`config.mk`:
```
export PLATFORM = sky130hd
export DESIGN_NAME = traffic_ctrl_multi_flat
export DESIGN_NICKNAME = d
export VERILOG_FILES = /design/src/rtl/traffic_ctrl_multi_if.sv /design/src/rtl/traffic_ctrl_multi.sv /design/src/flat_wrapper.sv
export SDC_FILE = /design/constraint.sdc
export NUM_CORES = 1
export LEC_CHECK = 0
export CORE_MARGIN = 5
export CORE_UTILIZATION = 30
export CTS_CLUSTER_DIAMETER = 60
export DETAILED_ROUTE_END_ITERATION = 12
export GPL_ROUTABILITY_DRIVEN = 1
export SLEW_MARGIN = 40
export SYNTH_ARGS = -nofsm -noshare
export SYNTH_HDL_FRONTEND = slang
export SYNTH_SLANG_ARGS = --single-unit
```
`constraint.sdc`:
```
create_clock -name clk -period 4.4 [get_ports clk]
set_input_delay 0.88 -clock clk [delete_from_list [all_inputs] [get_ports clk]]
set_output_delay 0.88 -clock clk [all_outputs]
set_load 0.01 [all_outputs]
```
`src/rtl/traffic_ctrl_multi_if.sv`:
```
// -----------------------------------------------------------------------------
// traffic_ctrl_multi_if
// Bundles the control inputs and lamp/status outputs of traffic_ctrl_multi.
//   en         : advance enable (low freezes the controller)
//   flash_req  : level request for flashing-yellow mode
//   ped_req    : pedestrian request (pulse or level)
//   light      : per-direction one-hot lamps, slice d = [3d+2:3d]
//                (001 green, 010 yellow, 100 red, 000 dark)
//   active_dir : direction owning the current or most recent green
//   sec_left   : whole seconds left in the current phase, minus one
//   walk       : high only during the pedestrian WALK phase
// Modports: master drives the controls (bench/system side), slave is the
// controller.
// -----------------------------------------------------------------------------
interface traffic_ctrl_multi_if #(
  parameter int NUM_DIR = 2,
  parameter int SEC_W   = 8
);
  logic                   en;
  logic                   flash_req;
  logic                   ped_req;
  logic [3*NUM_DIR-1:0]   light;
  logic [1:0]             active_dir;
  logic [SEC_W-1:0]       sec_left;
  logic                   walk;

  modport master (
    output en, flash_req, ped_req,
    input  light, active_dir, sec_left, walk
  );

  modport slave (
    input  en, flash_req, ped_req,
    output light, active_dir, sec_left, walk
  );
endinterface

```
`src/rtl/traffic_ctrl_multi.sv`:
```
// -----------------------------------------------------------------------------
// traffic_ctrl_multi
// Multi-direction traffic light controller with flashing-yellow mode and an
// optional pedestrian walk phase (compiled in with macro TRAFFIC_PED_EN).
// Directions are served round-robin: GREEN -> YELLOW -> ALLRED -> next GREEN.
// Phase timing is in seconds derived from a free tick counter of
// TICKS_PER_SEC enabled clock cycles.
// Ports:
//   clk : clock, all logic on the rising edge
//   rst : synchronous active-high reset
//   bus : traffic_ctrl_multi_if.slave (en, flash_req, ped_req in;
//         light, active_dir, sec_left, walk out -- all outputs registered)
// -----------------------------------------------------------------------------
module traffic_ctrl_multi #(
  parameter int NUM_DIR       = 2,
  parameter int TICKS_PER_SEC = 100,
  parameter int SEC_W         = 8,
  parameter int GREEN_SEC     = 10,
  parameter int YELLOW_SEC    = 3,
  parameter int ALLRED_SEC    = 1,
  parameter int WALK_SEC      = 5
) (
  input  logic                 clk,
  input  logic                 rst,
  traffic_ctrl_multi_if.slave  bus
);

  localparam int TW = (TICKS_PER_SEC > 1) ? $clog2(TICKS_PER_SEC) : 1;
  localparam logic [TW-1:0]    TICK_MAX  = TW'(TICKS_PER_SEC - 1);
  localparam logic [SEC_W-1:0] GREEN_LD  = SEC_W'(GREEN_SEC - 1);
  localparam logic [SEC_W-1:0] YELLOW_LD = SEC_W'(YELLOW_SEC - 1);
  localparam logic [SEC_W-1:0] ALLRED_LD = SEC_W'(ALLRED_SEC - 1);
  localparam logic [SEC_W-1:0] WALK_LD   = SEC_W'(WALK_SEC - 1);
  localparam logic [3*NUM_DIR-1:0] ALL_RED = {NUM_DIR{3'b100}};

  typedef enum logic [2:0] {
    IDLE, GREEN, YELLOW, ALLRED, WALK, FLASH
  } state_t;

  state_t                state_q, state_d;
  logic [TW-1:0]         tick_q, tick_d;
  logic [SEC_W-1:0]      sec_q, sec_d;
  logic [1:0]            dir_q, dir_d;
  logic                  flash_on_q, flash_on_d;
  logic [3*NUM_DIR-1:0]  light_q, light_d;
  logic                  walk_q, walk_d;
  logic                  ped_q, ped_d;
  logic                  enter;
  logic                  sec_tick;
  logic                  phase_end;

  // Lamp pattern for a given state; computed from next-state values so the
  // lamps are registered together with the state they describe.
  function automatic logic [3*NUM_DIR-1:0] lamps(state_t st, logic [1:0] dir,
                                                 logic fon);
    logic [3*NUM_DIR-1:0] l;
    for (int d = 0; d < NUM_DIR; d++) begin
      l[3*d +: 3] = 3'b100;
      case (st)
        GREEN:   if (dir == 2'(d)) l[3*d +: 3] = 3'b001;
        YELLOW:  if (dir == 2'(d)) l[3*d +: 3] = 3'b010;
        FLASH:   l[3*d +: 3] = fon ? 3'b010 : 3'b000;
        default: ;
      endcase
    end
    return l;
  endfunction

  function automatic logic [1:0] next_dir(logic [1:0] dir);
    return (dir == 2'(NUM_DIR - 1)) ? 2'd0 : dir + 2'd1;
  endfunction

  assign sec_tick  = bus.en && (tick_q == TICK_MAX);
  assign phase_end = sec_tick && (sec_q == '0);

  always_comb begin
    state_d    = state_q;
    tick_d     = tick_q;
    sec_d      = sec_q;
    dir_d      = dir_q;
    flash_on_d = flash_on_q;
    enter      = 1'b0;

    if (bus.en) begin
      tick_d = sec_tick ? '0 : tick_q + 1'b1;
      if (sec_tick && (sec_q != '0)) sec_d = sec_q - 1'b1;

      if (bus.flash_req) begin
        // Staying in FLASH is not a re-entry: keep the blink cadence running.
        if (state_q != FLASH) begin
          state_d = FLASH;
          enter   = 1'b1;
        end else if (sec_tick) begin
          flash_on_d = ~flash_on_q;
        end
      end else begin
        case (state_q)
          IDLE: begin
            state_d = GREEN;
            dir_d   = 2'd0;
            enter   = 1'b1;
          end
          GREEN: if (phase_end) begin
            state_d = YELLOW;
            enter   = 1'b1;
          end
          YELLOW: if (phase_end) begin
            state_d = ALLRED;
            enter   = 1'b1;
          end
          ALLRED: if (phase_end) begin
            enter = 1'b1;
`ifdef TRAFFIC_PED_EN
            if (ped_q) begin
              state_d = WALK;
            end else
`endif
            begin
              state_d = GREEN;
              dir_d   = next_dir(dir_q);
            end
          end
          WALK: if (phase_end) begin
            state_d = GREEN;
            dir_d   = next_dir(dir_q);
            enter   = 1'b1;
          end
          FLASH: begin
            // Park on the last direction so the next green is direction 0.
            state_d = ALLRED;
            dir_d   = 2'(NUM_DIR - 1);
            enter   = 1'b1;
          end
          default: begin
            state_d = IDLE;
          end
        endcase
      end

      if (enter) begin
        tick_d = '0;
        case (state_d)
          GREEN:   sec_d = GREEN_LD;
          YELLOW:  sec_d = YELLOW_LD;
          ALLRED:  sec_d = ALLRED_LD;
          WALK:    sec_d = WALK_LD;
          default: sec_d = '0;
        endcase
        if (state_d == FLASH) flash_on_d = 1'b1;
      end
    end

    light_d = lamps(state_d, dir_d, flash_on_d);
    walk_d  = (state_d == WALK);
  end

`ifdef TRAFFIC_PED_EN
  // Later assignments win: a request in the WALK-entry cycle re-arms the
  // pending flag, while entering FLASH discards any request.
  always_comb begin
    ped_d = ped_q;
    if (enter && (state_d == WALK)) ped_d = 1'b0;
    if (bus.ped_req)                ped_d = 1'b1;
    if (enter && (state_d == FLASH)) ped_d = 1'b0;
  end
`else
  logic unused_ped;
  assign unused_ped = bus.ped_req;
  assign ped_d      = 1'b0;
`endif

  always_ff @(posedge clk) begin
    if (rst) begin
      state_q    <= IDLE;
      tick_q     <= '0;
      sec_q      <= '0;
      dir_q      <= 2'd0;
      flash_on_q <= 1'b0;
      light_q    <= ALL_RED;
      walk_q     <= 1'b0;
      ped_q      <= 1'b0;
    end else begin
      state_q    <= state_d;
      tick_q     <= tick_d;
      sec_q      <= sec_d;
      dir_q      <= dir_d;
      flash_on_q <= flash_on_d;
      light_q    <= light_d;
      walk_q     <= walk_d;
      ped_q      <= ped_d;
    end
  end

  assign bus.light      = light_q;
  assign bus.active_dir = dir_q;
  assign bus.sec_left   = sec_q;
  assign bus.walk       = walk_q;

endmodule

```
`src/flat_wrapper.sv`:
```
// flat-port wrapper written by rule: the top's interface ports become plain ports
module traffic_ctrl_multi_flat 
#(
  parameter int NUM_DIR       = 2,
  parameter int TICKS_PER_SEC = 100,
  parameter int SEC_W         = 8,
  parameter int GREEN_SEC     = 10,
  parameter int YELLOW_SEC    = 3,
  parameter int ALLRED_SEC    = 1,
  parameter int WALK_SEC      = 5
)
  (clk, rst, bus_en, bus_flash_req, bus_ped_req, bus_light, bus_active_dir, bus_sec_left, bus_walk);
  traffic_ctrl_multi_if #(.NUM_DIR(NUM_DIR), .SEC_W(SEC_W)) bus_i ();
  input  logic clk;
  input  logic rst;
  input wire logic [$bits(bus_i.en)-1:0] bus_en;
  input wire logic [$bits(bus_i.flash_req)-1:0] bus_flash_req;
  input wire logic [$bits(bus_i.ped_req)-1:0] bus_ped_req;
  output wire logic [$bits(bus_i.light)-1:0] bus_light;
  output wire logic [$bits(bus_i.active_dir)-1:0] bus_active_dir;
  output wire logic [$bits(bus_i.sec_left)-1:0] bus_sec_left;
  output wire logic [$bits(bus_i.walk)-1:0] bus_walk;
  assign bus_i.en = bus_en;
  assign bus_i.flash_req = bus_flash_req;
  assign bus_i.ped_req = bus_ped_req;
  assign bus_light = bus_i.light;
  assign bus_active_dir = bus_i.active_dir;
  assign bus_sec_left = bus_i.sec_left;
  assign bus_walk = bus_i.walk;
  traffic_ctrl_multi #(.NUM_DIR(NUM_DIR), .TICKS_PER_SEC(TICKS_PER_SEC), .SEC_W(SEC_W), .GREEN_SEC(GREEN_SEC), .YELLOW_SEC(YELLOW_SEC), .ALLRED_SEC(ALLRED_SEC), .WALK_SEC(WALK_SEC)) u_core (.clk(clk), .rst(rst), .bus(bus_i));
endmodule
```
Word level (Yosys, flattened, before mapping). Cells that the tools add are included.

Logic and storage cells: 76. Bits of input ports: 5. Register bits after elaboration: 28.

Bitwise logic cells: 1. Eq/ne operators: 17. $add $sub $neg: 3. Muxes and demuxes: 36. Reduce and logical (&&, ||, !) cells: 12.

Operator list (number): $mux 3 (11); $eq 3x3->1 const B (6); $pmux 3 s3 (2); $mux 8 (2); $pmux 3 s5 (1); $mux 7 (2); $eq 3x2->1 const B (4); $pmux 4 s3 (1); $mux 1 (10); $mux 2 (5); $eq 3x1->1 const B (3); $logic_not 8->1 (1); $reduce_bool 8->1 (1); $sub 8x1->8 const B (1); $add 7x1->7 const B (1); $eq 7x7->1 const B (1); $pmux 2 s3 (1); $eq 2x1->1 const B (2); $reduce_or 2->1 (2); $reduce_or 4->1 (1); $logic_and 1x1->1 (3); $logic_not 3->1 (1); $ne 3x3->1 const B (1); $add 2x1->2 const B (1); 5 further kinds (5).

Logic depth before layout (Yosys ltp). Gate-level depths: netlist of run 1.

Depth after elaboration: 13. Depth in mapped cells: 10. Depth with buffers taken out: 8.

Worst setup path before layout of run 1. Ideal clock, no wire load.

Path type: input-to-reg. Start point: in bus_en. End point: reg u_core.sec_q[6] (netlist: u_core.bus.sec_left[6]). Path buffers: 2. Slack: 2047 ps. Stages: 8. Data required time: 4328 ps. Arrival time: 2281 ps. Path through: and4b_1 > and2_1 > buf_4 > nand3_2 > a21o_1 > buf_6 > a2111oi_2 > mux2i_1.

Longest elaborated chain between the ends: 8.

Ends and longest elaborated chain: start: declaration (RTL line flat_wrapper.sv:16) `input wire logic [$bits(bus_i.en)-1:0] bus_en;`; $logic_and 1x1->1 (RTL line traffic_ctrl_multi.sv:73) `assign sec_tick = bus.en && (tick_q == TICK_MAX);`; $logic_and 1x1->1 (RTL line traffic_ctrl_multi.sv:74) `assign phase_end = sec_tick && (sec_q == '0);`; $mux 1; $pmux 1 s2 (RTL line traffic_ctrl_multi.sv:97) `case (state_q)`; $mux 1 (RTL line traffic_ctrl_multi.sv:88) `if (bus.flash_req) begin`; $mux 1 (RTL line traffic_ctrl_multi.sv:84) `if (bus.en) begin`; $reduce_bool 2->1 (no line); $reduce_and 2->1 (no line); end signal: assignment (RTL line traffic_ctrl_multi.sv:176) `sec_q <= '0;`; end signal: assignment (RTL line traffic_ctrl_multi.sv:185) `sec_q <= sec_d;`; end: declaration (RTL line traffic_ctrl_multi.sv:42) `logic [SEC_W-1:0] sec_q, sec_d;`.

Parallel ways exist; a longest one is shown, timed or not. The select of a mux whose other input is x is not followed. A chain may end at the register's enable or synchronous reset.

Worst setup path in the final report of run 1. Same ends and word-level chain as after synthesis.

==> summary.txt, run 1 <==
Worst setup path
  • CP required: 4.62 ns
  • Critical path type: input port to flip-flop
  • R2r startpoint: u_core.state_q[1]
  • Type of origin of the critical path: input port
  • Setup crit start: bus_en
  • Crit path DAT: 3.42 ns
  • CP Capture Type: flip-flop
  • CP max FO: 18

Placed design
  • Post-place instance area: 2082 µm²
  • Routability cong.: 0.8858
  • Post-DP HPWL: 3.477 mm
  • IO Port Bufs: 20
  • Placed Cells: 321

Hold path
  • Worst Hold Class: flip-flop to flip-flop
  • Critical hold path startpoint: u_core.tick_q[1]

CTS
  • Clock latency on the worst-skew pair: 0.28 ns
  • Cts hold-fix bufs: 0
  • CTS resizes: 0
  • Clock Sinks: 28
  • Inserted Clock Buffers: 3
  • Root Driver: clkbuf_8
  • Clock slew at reported path FFs: 0.10 ns
  • Post-CTS setup buffer count: 0
  • TritonCTS clock tree: built
  • Max clock buf depth: 2
  • H-tree levels: 1

Die
  • Core area: 5956 µm²
  • Initial Utilization: 31.11%
  • Cell Rows: 28
  • I/O Pins: 22
  • Die Ht: 88.59 µm
  • Die ar.: 7848 µm²
  • Die X: 88.59 µm

Final layout
  • Final non-filler cell total: 324
  • Fin area: 2123 µm²
  • Antenna diodes: 0
  • Synth-to-layout area growth: 14.58%
  • Share of layout cells above drive strength 1: 6.024%
  • Nets: 259
  • Number of fillers in the final layout: 629

GRT
  • GRT Overall Usage: 13.36%
  • Largest net degree at the start of global routing: 21
  • First-pass GRT wire length: 8.493 mm
  • Grt ovf: 0
  • Vias in the first global route: 1780
  • Initial antenna violation count: 0

Timing
  • Skew final: 0.01051 ns
  • RSZ-0062 raised after global routing: false
  • Period utilisation layout: 72.66%
  • Rel. slew slack: 49.01%
  • Final setup violating endpoints: 0
  • Fmax: 312.8 MHz
  • Final hold violation count: 0
  • Max Slew Vio Count: 0
  • Setup_tns: 0 ns
  • Least-Margin Pin Slew: 0.7625 ns
  • Fin crit period: 3.197 ns

Route
  • Vias post-DR: 1826
  • Drt first pass iters: 4
  • DR vias/cell: 5.636
  • Post-route DRC: 0
  • Wirelength per Cell: 14.97 µm
  • Final wirelength: 4.851 mm
  • 1st-iter DRT viols: 96
  • Routed Antenna Nets: 0

Logic synthesis
  • Synth Area per Inst: 7.689 µm²
  • Number of library cell types mapped by synthesis: 59
  • Post-synth EDFFs: 0
  • Post-synthesis sequential area ratio: 30.25%
  • Asr flop ratio synth: 0%
  • Syn_nets: 249
  • Main flop type after synthesis: dfxtp_1
  • Top-area cell type share of the netlist area: 30.25%
  • Synth Register Bits: 28
  • Top-count cell post-synth: dfxtp_1
  • Yosys warnings: 0
  • Top cells by count, synth: dfxtp_1 (28), nor2_1 (22), a21oi_1 (18), nand2_1 (18), nand3_1 (15)
  • Mapped Cells: 241
  • Cell Area, Synth: 1853 µm²
  • Top cells by area, synth: dfxtp_1 (30%), a21oi_1 (4.9%), nor2_1 (4.5%)
  • Post-synth top area cell: dfxtp_1

Run
  • Max_cap viols: 0

Pwr
  • Pwr dens: 285.0 nW/µm²
  • Worst VDD drop: 0.1260 mV
  • Total chip power: 0.6052 mW
  • Leakage: 0.6999 nW

Run status
  • Outcome: complete, no violations
-- registers in the layout, indices dropped and copies added (netlist names) --
signal                 cells
u_core.bus.light           6
u_core.bus.walk            1
u_core.bus.sec_left        8
u_core.bus.active_dir      2
u_core.flash_on_q          1
u_core.tick_q              7
u_core.state_q             3
-- through the flow --
| step | utilization (%) | setup slack (ns) | hold WS (ns) |
|---|---|---|---|
| after floorplan | - | 2.047 | 0.4526 |
| after global placement | 34.96 | 0.9568 | 0.4732 |
| after detailed placement | 34.96 | 0.9529 | 0.4761 |
| after CTS | 35.65 | 1.231 | 0.4906 |
| after global routing | 35.65 | 0.9443 | 0.5300 |
| final | 35.65 | 1.203 | 0.4876 |
-- logic make-up (layout without fill, tap and decap cells) --
| logic type | Yosys count | after routing | synth area share (%) |
|---|---|---|---|
| compound gates | 76 | 76 | 27.28 |
| xor+xnor | 1 | 1 | 0.4727 |
| fa+ha+maj | 3 | 3 | 2.026 |
| buf+inv | 24 | 32 | 5.739 |
| flops | 28 | 28 | 30.25 |
| mux | 5 | 5 | 2.768 |
| simple gates | 104 | 104 | 31.46 |
-- final cells by class --
type	count	area [µm²]	area share, %
Timing Repair Buffer	22	215.2	10.14
Multi-Input combinational cell	189	1186	55.86
Sequential cell	28	560.5	26.40
Inverter	7	26.28	1.237
Tap cell	75	93.84	4.420
Clock buffer	3	41.29	1.945
-- worst paths after layout --
path / to / slack [ns] / cells past startpoint
min reg2reg: u_core.tick_q[1] / 0.49 / 2
max reg2reg: u_core.bus.sec_left[6] / 1.85 / 6
min: u_core.tick_q[1] / 0.49 / 2
max: u_core.bus.sec_left[6] / 1.20 / 8
-- layout by cell type, fill, tap and decap left out, types with 5 or more instances in the layout --
cell type,count
a21oi_1,18
clkdlybuf4s50_1,20
dfxtp_1,28
inv_1,6
nand2_1,18
nand3_1,15
nand4b_1,5
nor2_1,22
o21ai_0,13
o21ai_1,8
-- report_power, final --
part,leakage (nW),switching [mW],internal (mW),total [mW]
Combinational,0.450,0.100,0.0734,0.173
Sequential,0.229,0.0219,0.267,0.289
Clock,0.0216,0.0807,0.0617,0.142
Total,0.700,0.203,0.402,0.605
-- routing by layer --
layer,vias up,global-route usage (%),wire [µm]
li1,919,-,-
met1,848,18.13,2252
met2,51,21.48,2245
met3,8,1.676,272
met4,0,5.357,81
met5,-,0,0
-- worst max-delay path, stage by stage --
cell,delay (ns)
clkdlybuf4s50_1,0.46
buf_4,0.20
and4b_1,0.28
and2_1,0.39
nand3_2,0.15
a21o_1,0.38
a2111oi_2,0.46
mux2i_1,0.21
Note: power is estimated with default switching activity, not from simulation.
==> run 2: changes to the inputs <==
==> constraint.sdc (replaced) <==
create_clock -name clk -period 2.9 [get_ports clk]
set_input_delay 0.58 -clock clk [delete_from_list [all_inputs] [get_ports clk]]
set_output_delay 0.58 -clock clk [all_outputs]
set_load 0.01 [all_outputs]
==> run 2 against run 1 <==
Compared with the run above: clock power is 80% higher; clock skew is 0.0032 ns lower; sequential power is 49% higher; critical path depth is 1 lower; cell count is 4.0% higher; global-route usage is 0.31 points higher; sequential cell count stayed put; combinational power is 68% higher; setup slack worse by 0.83 ns; highest routed layer unchanged; die area stayed put; critical endpoint is now u_core.bus.light[4].
==> summary.txt, run 2 (synthesized netlist as in run 1, its figures left out) <==
Die
  • Core area: 5956 µm² (unchanged)
  • Die Ht: 88.59 µm (unchanged)
  • Die X: 88.59 µm (unchanged)
  • Die ar.: 7848 µm² (unchanged)
  • Initial Utilization: 31.11% (unchanged)
  • I/O Pins: 22 (unchanged)
  • Cell Rows: 28 (unchanged)

Final layout
  • Post-Route Utilization: 37.40% (+1.7 points)
  • Final non-filler cell total: 337 (+4.0%)
  • Max reg flops: 8 (unchanged)
  • Most frequent cells in the layout: dfxtp_1 (28), nor2_1 (22), clkdlybuf4s50_1 (20)
  • Commonest non-fill, non-tap cell in the layout: dfxtp_1
  • Synth-to-layout area growth: 20.19%
  • Share of layout cells above drive strength 1: 10.69% (+4.7 points)
  • Number of fillers in the final layout: 630 (+0.16%)
  • Antenna diodes: 0 (unchanged)
  • Nets: 271 (+4.6%)

CTS
  • TritonCTS clock tree: built
  • Post-CTS setup buffer count: 0 (unchanged)
  • Inserted Clock Buffers: 3 (unchanged)
  • CTS resizes: 0 (unchanged)
  • Max clock buf depth: 2 (unchanged)
  • Clock latency on the worst-skew pair: 0.29 ns (about the same)
  • Clock Sinks: 28 (unchanged)
  • H-tree levels: 1 (unchanged)
  • Clock slew at reported path FFs: 0.10 ns (about the same)
  • Root Driver: clkbuf_8
  • Cts hold-fix bufs: 0 (unchanged)

Timing
  • Period utilisation layout: 87.27%
  • Fin crit period: 2.531 ns
  • RSZ-0062 raised after global routing: false
  • Max Slew Vio Count: 0 (unchanged)
  • Final setup violating endpoints: 0 (unchanged)
  • Skew final: 0.007313 ns (-0.003199 ns)
  • Rel. slew slack: 62.11% (+13 points)
  • Setup_tns: 0 ns (unchanged)
  • Fmax: 395.1 MHz
  • Final hold violation count: 0 (unchanged)
  • Least-Margin Pin Slew: 0.5646 ns (-0.1979 ns)

Worst setup path
  • CP Capture Type: flip-flop
  • Flop-to-flop setup slack: 0.42 ns (-1.43 ns)
  • Type of origin of the critical path: input port
  • Crit path DAT: 2.73 ns (-0.69 ns)
  • Critical path type: input port to flip-flop
  • CP max FO: 7 (-11)
  • CP required: 3.10 ns (-1.52 ns)

Route
  • Final wirelength: 5.037 mm (+3.8%)
  • 1st-iter DRT viols: 146 (+52%)
  • Wirelength per Cell: 14.95 µm (-0.17%)
  • Routed Antenna Nets: 0 (unchanged)
  • DR vias/cell: 5.733 (+1.7%)
  • Post-route DRC: 0 (unchanged)
  • Drt first pass iters: 4 (unchanged)
  • Vias post-DR: 1932 (+5.8%)

Placed design
  • Post-DP HPWL: 3.692 mm (+6.2%)
  • Routability cong.: 0.9423 (+6.4%)
  • Placed Cells: 333 (+3.7%)
  • IO Port Bufs: 20 (unchanged)

Pwr
  • Worst VDD drop: 0.1984 mV (+57%)
  • Pint: 0.6530 mW (+62%)
  • Switch Pwr: 0.3236 mW (+60%)
  • Leakage: 0.7670 nW (+9.6%)
  • Net Sw Frac: 33.13% (-0.36 points)
  • Clock power share: 26.1% (+2.6 points)
  • Pwr dens: 438.5 nW/µm² (+54%)
  • Sequential power share: 44.1% (-3.7 points)
  • Gate power share: 29.8% (+1.1 points)

GRT
  • Largest net degree at the start of global routing: 20 (-4.8%)
  • Vias in the first global route: 1778 (-0.11%)
  • GRT Overall Usage: 13.67% (+0.31 points)
  • Initial antenna violation count: 0 (unchanged)
  • First-pass GRT wire length: 8.590 mm (+1.1%)
  • Grt ovf: 0 (unchanged)

Run
  • Max_cap viols: 0 (unchanged)

Hold path
  • Worst Hold Class: flip-flop to flip-flop

Run status
  • Outcome: complete, no violations
## run 2: critical path, stage by stage
cell	delay (ns)
clkdlybuf4s50_1	0.47
and4b_1	0.27
and2_1	0.30
nand2_1	0.25
o31ai_1	0.49
o2111ai_1	0.21
o32ai_1	0.15
## run 2: worst paths after layout
check / end / startpoint / depth (start not counted)
max: u_core.bus.light[4] / bus_en / 7
min: u_core.tick_q[6] / u_core.tick_q[6] / 2
max reg2reg: u_core.bus.light[4] / u_core.bus.sec_left[5] / 6
min reg2reg: u_core.tick_q[6] / u_core.tick_q[6] / 2
## run 2: final cells by class
cell class	count	area [µm²]	share of cell area, %
Timing Repair Buffer	34	305.3	13.71
Clock buffer	4	55.05	2.472
Multi-Input combinational cell	189	1186	53.26
Tap cell	75	93.84	4.213
Inverter	7	26.28	1.180
Sequential cell	28	560.5	25.17
## run 2: layer usage
layer | share of wire (%) | vias to the layer above | track usage, % | wire length [µm]
met5 | 0 | - | 0 | 0
met4 | 1.4 | 0 | 4.258 | 68
met1 | 47 | 913 | 18.25 | 2370
li1 | - | 950 | - | -
met3 | 4.2 | 7 | 1.210 | 210
met2 | 47 | 62 | 23.32 | 2387
## run 2: through the flow
stage / power (mW) / area, µm² / worst slack [ns] / hold slack (ns)
detailed placement: 0.7256 / 2172 / 0.08865 / 0.4798
floorplan: 0.6307 / 1853 / 0.8475 / 0.4526
global placement: 0.7266 / 2172 / 0.09416 / 0.4713
finish: 0.9766 / 2227 / 0.3690 / 0.4983
CTS: 0.9831 / 2227 / 0.3802 / 0.4971
global route: 1.033 / 2227 / 0.1225 / 0.5245
## run 2: power groups by stage
stage / clock network [mW] / registers (mW) / logic [mW]
after floorplan: 0 / 0.438 / 0.192
after global placement: 0 / 0.440 / 0.287
after detailed placement: 0 / 0.440 / 0.286
after CTS: 0.264 / 0.431 / 0.288
after global routing: 0.278 / 0.435 / 0.320
final: 0.255 / 0.431 / 0.291
